==> src/rtl/paddle_adc_reader.sv <==
// Polls an ADC128S022 for two paddle channels, averages four samples per
// channel and publishes clamped 8-bit positions with a load strobe.
module paddle_adc_reader #(
  parameter int CLK_DIV   = 8,
  parameter int A_CH      = 0,
  parameter int B_CH      = 1,
  parameter int MAX_POS   = 202,
  parameter int RESET_POS = 101
) (
  input  logic       SYSTEM_CLOCK,
  input  logic       RESET,
  output logic       ADC_CS_N,
  output logic       ADC_SCLK,
  output logic       ADC_DIN,
  input  logic       ADC_DOUT,
  output logic [7:0] PADDLE_A_POSITION,
  output logic [7:0] PADDLE_B_POSITION,
  output logic       POS_STROBE
);

  localparam int            CW          = $clog2(2 * CLK_DIV);
  localparam logic [CW-1:0] LP_HALF_END = CW'(CLK_DIV - 1);
  localparam logic [CW-1:0] LP_GAP_END  = CW'(2 * CLK_DIV - 1);
  localparam logic [7:0]    LP_MAX      = 8'(MAX_POS);
  localparam logic [7:0]    LP_RST      = 8'(RESET_POS);
  localparam logic [2:0]    LP_A        = 3'(A_CH);
  localparam logic [2:0]    LP_B        = 3'(B_CH);

  typedef enum logic [1:0] {SETUP, SHIFT, HOLD, GAP} state_t;

  state_t        r_state, w_state_nxt;
  logic [CW-1:0] r_cnt, w_cnt_nxt;
  logic [4:0]    r_half, w_half_nxt;
  logic          r_cs_n, w_cs_n_nxt;
  logic          r_sclk, w_sclk_nxt;
  logic          w_start, w_fall, w_rise, w_end;

  logic          r_din;
  logic [15:0]   r_tx;
  logic [11:0]   r_rx;
  logic [11:0]   r_sample;
  logic          r_load, r_load_b;
  logic          r_frame_odd, r_first;
  logic [13:0]   r_acc_a, r_acc_b;
  logic [1:0]    r_cnt_a, r_cnt_b;
  logic [7:0]    r_pos_a, r_pos_b;
  logic          r_strobe;

  logic [15:0]   w_word;
  logic [13:0]   w_acc_sel, w_sum;
  logic [7:0]    w_avg, w_pos;

  always_ff @(posedge SYSTEM_CLOCK) begin
    if (RESET) begin
      r_state <= GAP;
      r_cnt   <= '0;
      r_half  <= '0;
      r_cs_n  <= 1'b1;
      r_sclk  <= 1'b1;
    end else begin
      r_state <= w_state_nxt;
      r_cnt   <= w_cnt_nxt;
      r_half  <= w_half_nxt;
      r_cs_n  <= w_cs_n_nxt;
      r_sclk  <= w_sclk_nxt;
    end
  end

  // Half-period h of SHIFT has SCLK = h[0]; moving into an odd half is a rising edge.
  always_comb begin
    w_state_nxt = r_state;
    w_cnt_nxt   = r_cnt + 1'b1;
    w_half_nxt  = r_half;
    w_cs_n_nxt  = r_cs_n;
    w_sclk_nxt  = r_sclk;
    w_start     = 1'b0;
    w_fall      = 1'b0;
    w_rise      = 1'b0;
    w_end       = 1'b0;
    unique case (r_state)
      SETUP: if (r_cnt == LP_HALF_END) begin
        w_state_nxt = SHIFT;
        w_cnt_nxt   = '0;
        w_half_nxt  = '0;
        w_sclk_nxt  = 1'b0;
      end
      SHIFT: if (r_cnt == LP_HALF_END) begin
        w_cnt_nxt = '0;
        if (r_half == 5'd31) begin
          w_state_nxt = HOLD;
        end else begin
          w_half_nxt = r_half + 1'b1;
          w_sclk_nxt = ~r_half[0];
          w_rise     = ~r_half[0];
          w_fall     = r_half[0];
        end
      end
      HOLD: if (r_cnt == LP_HALF_END) begin
        w_state_nxt = GAP;
        w_cnt_nxt   = '0;
        w_cs_n_nxt  = 1'b1;
        w_end       = 1'b1;
      end
      GAP: if (r_cnt == LP_GAP_END) begin
        w_state_nxt = SETUP;
        w_cnt_nxt   = '0;
        w_cs_n_nxt  = 1'b0;
        w_start     = 1'b1;
      end
      default: w_state_nxt = GAP;
    endcase
  end

  assign w_word    = {2'b00, (r_frame_odd ? LP_A : LP_B), 11'b0};
  assign w_acc_sel = r_load_b ? r_acc_b : r_acc_a;
  assign w_sum     = w_acc_sel + {2'b00, r_sample};
  assign w_avg     = w_sum[13:6];
  assign w_pos     = (w_avg > LP_MAX) ? LP_MAX : w_avg;

  always_ff @(posedge SYSTEM_CLOCK) begin
    if (RESET) begin
      r_din       <= 1'b0;
      r_tx        <= '0;
      r_rx        <= '0;
      r_sample    <= '0;
      r_load      <= 1'b0;
      r_load_b    <= 1'b0;
      r_frame_odd <= 1'b0;
      r_first     <= 1'b1;
      r_acc_a     <= '0;
      r_acc_b     <= '0;
      r_cnt_a     <= '0;
      r_cnt_b     <= '0;
      r_pos_a     <= LP_RST;
      r_pos_b     <= LP_RST;
      r_strobe    <= 1'b0;
    end else begin
      r_strobe <= 1'b0;
      r_load   <= 1'b0;
      if (w_start) begin
        r_din <= w_word[15];
        r_tx  <= {w_word[14:0], 1'b0};
      end
      if (w_fall) begin
        r_din <= r_tx[15];
        r_tx  <= {r_tx[14:0], 1'b0};
      end
      if (w_rise) r_rx <= {r_rx[10:0], ADC_DOUT};
      // Odd frames carry B data, even frames A data; frame 0 is a dummy conversion.
      if (w_end) begin
        r_din       <= 1'b0;
        r_sample    <= r_rx;
        r_load      <= ~r_first;
        r_load_b    <= r_frame_odd;
        r_frame_odd <= ~r_frame_odd;
        r_first     <= 1'b0;
      end
      if (r_load) begin
        if (r_load_b) begin
          r_cnt_b <= r_cnt_b + 1'b1;
          if (r_cnt_b == 2'd3) begin
            r_acc_b  <= '0;
            r_pos_b  <= w_pos;
            r_strobe <= 1'b1;
          end else begin
            r_acc_b <= w_sum;
          end
        end else begin
          r_cnt_a <= r_cnt_a + 1'b1;
          if (r_cnt_a == 2'd3) begin
            r_acc_a  <= '0;
            r_pos_a  <= w_pos;
            r_strobe <= 1'b1;
          end else begin
            r_acc_a <= w_sum;
          end
        end
      end
    end
  end

  assign ADC_CS_N          = r_cs_n;
  assign ADC_SCLK          = r_sclk;
  assign ADC_DIN           = r_din;
  assign PADDLE_A_POSITION = r_pos_a;
  assign PADDLE_B_POSITION = r_pos_b;
  assign POS_STROBE        = r_strobe;

endmodule

==> config.mk <==
export PLATFORM = sky130hd
export DESIGN_NAME = paddle_adc_reader
export DESIGN_NICKNAME = d
export VERILOG_FILES = /design/src/rtl/paddle_adc_reader.sv
export SDC_FILE = /design/constraint.sdc
export NUM_CORES = 1
export LEC_CHECK = 0
export BUFFER_PORTS_ARGS = -buffer_cell sky130_fd_sc_hd__buf_4
export CORE_MARGIN = 2
export CORE_UTILIZATION = 40
export CTS_CLUSTER_SIZE = 20
export DETAILED_ROUTE_END_ITERATION = 12
export PLACE_DENSITY_LB_ADDON = 0.05
export SKIP_CTS_REPAIR_TIMING = 1
export SYNTH_ARGS = -nofsm -noshare
export SYNTH_HDL_FRONTEND = slang
export SYNTH_SLANG_ARGS = --single-unit
export TNS_END_PERCENT = 5
==> constraint.sdc <==
create_clock -name SYSTEM_CLOCK -period 7.7 [get_ports SYSTEM_CLOCK]
set_input_delay 0.77 -clock SYSTEM_CLOCK [delete_from_list [all_inputs] [get_ports SYSTEM_CLOCK]]
set_output_delay 0.77 -clock SYSTEM_CLOCK [all_outputs]
set_load 0.02 [all_outputs]
==> metrics.md <==
| Metric | Value |
|---|---|
| Status | `completed` |
| RSZ-0062 raised after global routing | `no` |
| Setup slack at placement | `about 3800 ps` |
| Worst Clk Skew | `11.1 ps` |
| Max-cap check violation count | `0` |
| Leak | `~0.0018 uW` |
| Top-area cell type share of the netlist area | `about 44%` |
| TritonRoute pass-1 iters | `4` |
| Rel. slew slack | `between 20 and 30%` |
| P&R area growth vs syn | `9.44%` |
| Metal1 wirelength | `between 4000 and 5000 um` |
| Max VDD drop | `approximately 0.13 mV` |
| Minimum clock period | `3940 ps` |
| N_diodes | `0` |
| Worst setup EP type | `flip-flop` |
| Leading area contributor after synthesis | `dfxtp_1` |
| Wire per inst | `14.6 um` |
| Core area | `10400 um^2` |
| DIE HEIGHT | `roughly 110 um` |
| Synthesized Nets | `521` |
| Final Max Slew Viols | `0` |
| Die Wd | `about 110 um` |
| Global route overflow | `0` |
| CTS tree | `yes` |
| Final setup margin | `~3800 ps` |
| Metal2 WL | `roughly 4500 um` |
| Row cnt | `37` |
| Port buffer count | `22` |
| Die Footprint | `approximately 12000 um^2` |
| H-tree levels | `3` |
| Crit Path Category | `flip-flop to flip-flop` |
| Met3 WL post-DR | `around 290 um` |
| Worst Path Arrival | `about 4200 ps` |
| Hold Vio Cnt, Final | `0` |
| Routability congestion estimate | `0.825` |
| Design Power | `~860 uW` |
| Max Freq | `between 200 and 300 MHz` |
| Final ANT Viol Nets | `0` |
| Final worst path period share | `between 50% and 60%` |
| CTS Sinks | `95` |
| Req. time, crit path | `7930 ps` |
| Ports | `23` |
| Fillers | `1066` |
| Crit Path Max Fanout | `21` |
| Distinct cell type count of the synthesized netlist | `48` |
| WHS | `roughly 460 ps` |
| Tot GR Track Use | `17.2%` |
| Total Neg Setup Slack | `0 ps` |
| Async SR Flop Fraction | `0%` |
| Syn Inst Count | `between 400 and 500` |
| Clock transition at path regs | `roughly 90 ps` |
| Worst reg-to-reg setup slack | `around 3800 ps` |
| Clk buf depth | `2` |
| Number of remaining DRC errors | `0` |
| Vias per cell | `between 5 and 6` |
| Average size of a mapped cell | `8.69 um^2` |
| Initial Utilization | `just over 40%` |
| Later-pin clock latency in the skew report | `roughly 360 ps` |
| Synth Register Bits | `95` |
| DR top layer | `met4` |
| Sequential element share of the synthesized area | `44.1%` |
| Area of the mapped netlist | `4310 um^2` |
| Share of post-route cells with drive strength above 1 | `about 11%` |
| First-pass GRT wire length | `between 15000 and 20000 um` |
| Root buf cell | `clkbuf_8` |
| Initial antenna violation count | `0` |
| Number of CTS-inserted buffers | `9` |
| Hold Crit Class | `flip-flop to flip-flop` |
| Synth area leaders | `dfxtp_1, a21oi_1, nand2_1, ha_1, nor2_1` |
| Critical path startpoint category | `flip-flop` |
| Top FF cell, synth | `dfxtp_1` |
| Vias in the first global route | `between 3000 and 4000` |
| HPWL Detailed | `between 6000 and 7000 um` |
| Pwr per Cell Area | `182 nW/um^2` |
| Drt total wl | `roughly 9400 um` |
| Detailed Route Iter0 Violations | `121` |
| Routed via count | `3414` |
| Count of final setup violators | `0` |
| Post-synth EDFFs | `0` |
| Nets | `approximately 530` |
| Worst-Margin Slew | `approximately 1000 ps` |
| Most common cell in the netlist | `dfxtp_1` |
| Synth cell count leaders | `dfxtp_1, nand2_1, a21oi_1, nor2_1` |
| Synthesis Warnings | `0` |
| Largest net degree at the start of global routing | `95` |
==> worst max-delay path: stages (launching register included) <==
cell,delay (ps)
dfxtp_1,940
mux2_2,410
ha_1,220
fa_1,430
a211oi_1,390
o21ai_1,200
a21boi_1,200
xnor2_1,240
o21ai_0,230
a211oi_4,400
o21ai_0,140
==> path summary, 6_finish.rpt <==
check | to | cells after the start | start
worst max-delay path | PADDLE_B_POSITION[2]$_SDFFE_PP1P_ | 10 | r_load_b$_SDFFE_PP0P_
worst min-delay path | r_load$_SDFF_PP0_ | 1 | r_first$_SDFFE_PP1P_
worst max register to register | PADDLE_B_POSITION[2]$_SDFFE_PP1P_ | 10 | r_load_b$_SDFFE_PP0P_
worst min register to register | r_load$_SDFF_PP0_ | 1 | r_first$_SDFFE_PP1P_
==> cell type report <==
cell class	instances	area (um^2)	share of cell area, %
multi-input cells	371	2290	48.6
repair buffers	23	173	3.66
well taps	136	170	3.61
clock buffers	11	131	2.79
inverters	3	11.3	0.239
clock inverters	5	33.8	0.717
flip-flops and latches	95	1900	40.3
==> routing by layer <==
layer  track usage, %  vias up
li1                 -     1758
met1             22.2     1596
met2             27.4       48
met3             4.24       12
met4             6.68        0
met5                0        -
==> where the power goes <==
group	internal [uW]	switching [uW]	total, uW	leakage (uW)
Clock	118	170	288	0.0000797
Combinational	24.9	40.2	65.1	0.000923
Sequential	497	7.25	505	0.000766
==> flip-flops by register name, summed over array words and instances, names as in the netlist, 2 cells and up <==
signal and cells:
r_tx 4, r_rx 12, r_acc_a 14, r_sample 12
r_cnt_b 2, r_half 5, PADDLE_B_POSITION 8, r_cnt_a 2
r_state 2, r_cnt 4, r_acc_b 14, PADDLE_A_POSITION 8
==> placed cells by master, fill, tap and decap left out, types with 3 or more instances in the layout <==
cell,n
xnor2_1,11
nor3_1,9
nand4_1,3
nand2_1,73
a211oi_1,5
a22oi_1,26
nand2b_1,4
nor2_1,59
and2_1,4
a311oi_1,3
a21o_1,7
a211o_1,5
inv_1,3
a21oi_1,59
buf_4,23
and3_1,3
mux2_2,12
nand3_1,9
ha_1,21
o21ai_0,9
o211ai_1,5
nor3b_1,4
clkbuf_8,9
dfxtp_1,95
xor2_1,9
==> per-stage QoR <==
step	std cells	area, um^2	utilization [%]
final	644	4710	45.5
after global routing	644	4710	45.5
after floorplan	496	4310	-
after global placement	628	4550	43.9
after CTS	644	4710	45.5
after detailed placement	628	4550	43.9
==> logic make-up (layout without fill, tap and decap cells) <==
kind of cell	Yosys count	after routing	share of synthesized area, %
AO/OA/AOI/OAI	138	138	20.8
XOR/XNOR	21	21	4.71
adder cells (fa/ha/maj)	22	22	6.56
buffers and inverters	30	42	2.61
flip-flops	95	95	44.1
multiplexers	14	14	3.60
AND/OR/NAND/NOR	176	176	17.6
(Power assumes the default switching activity.)
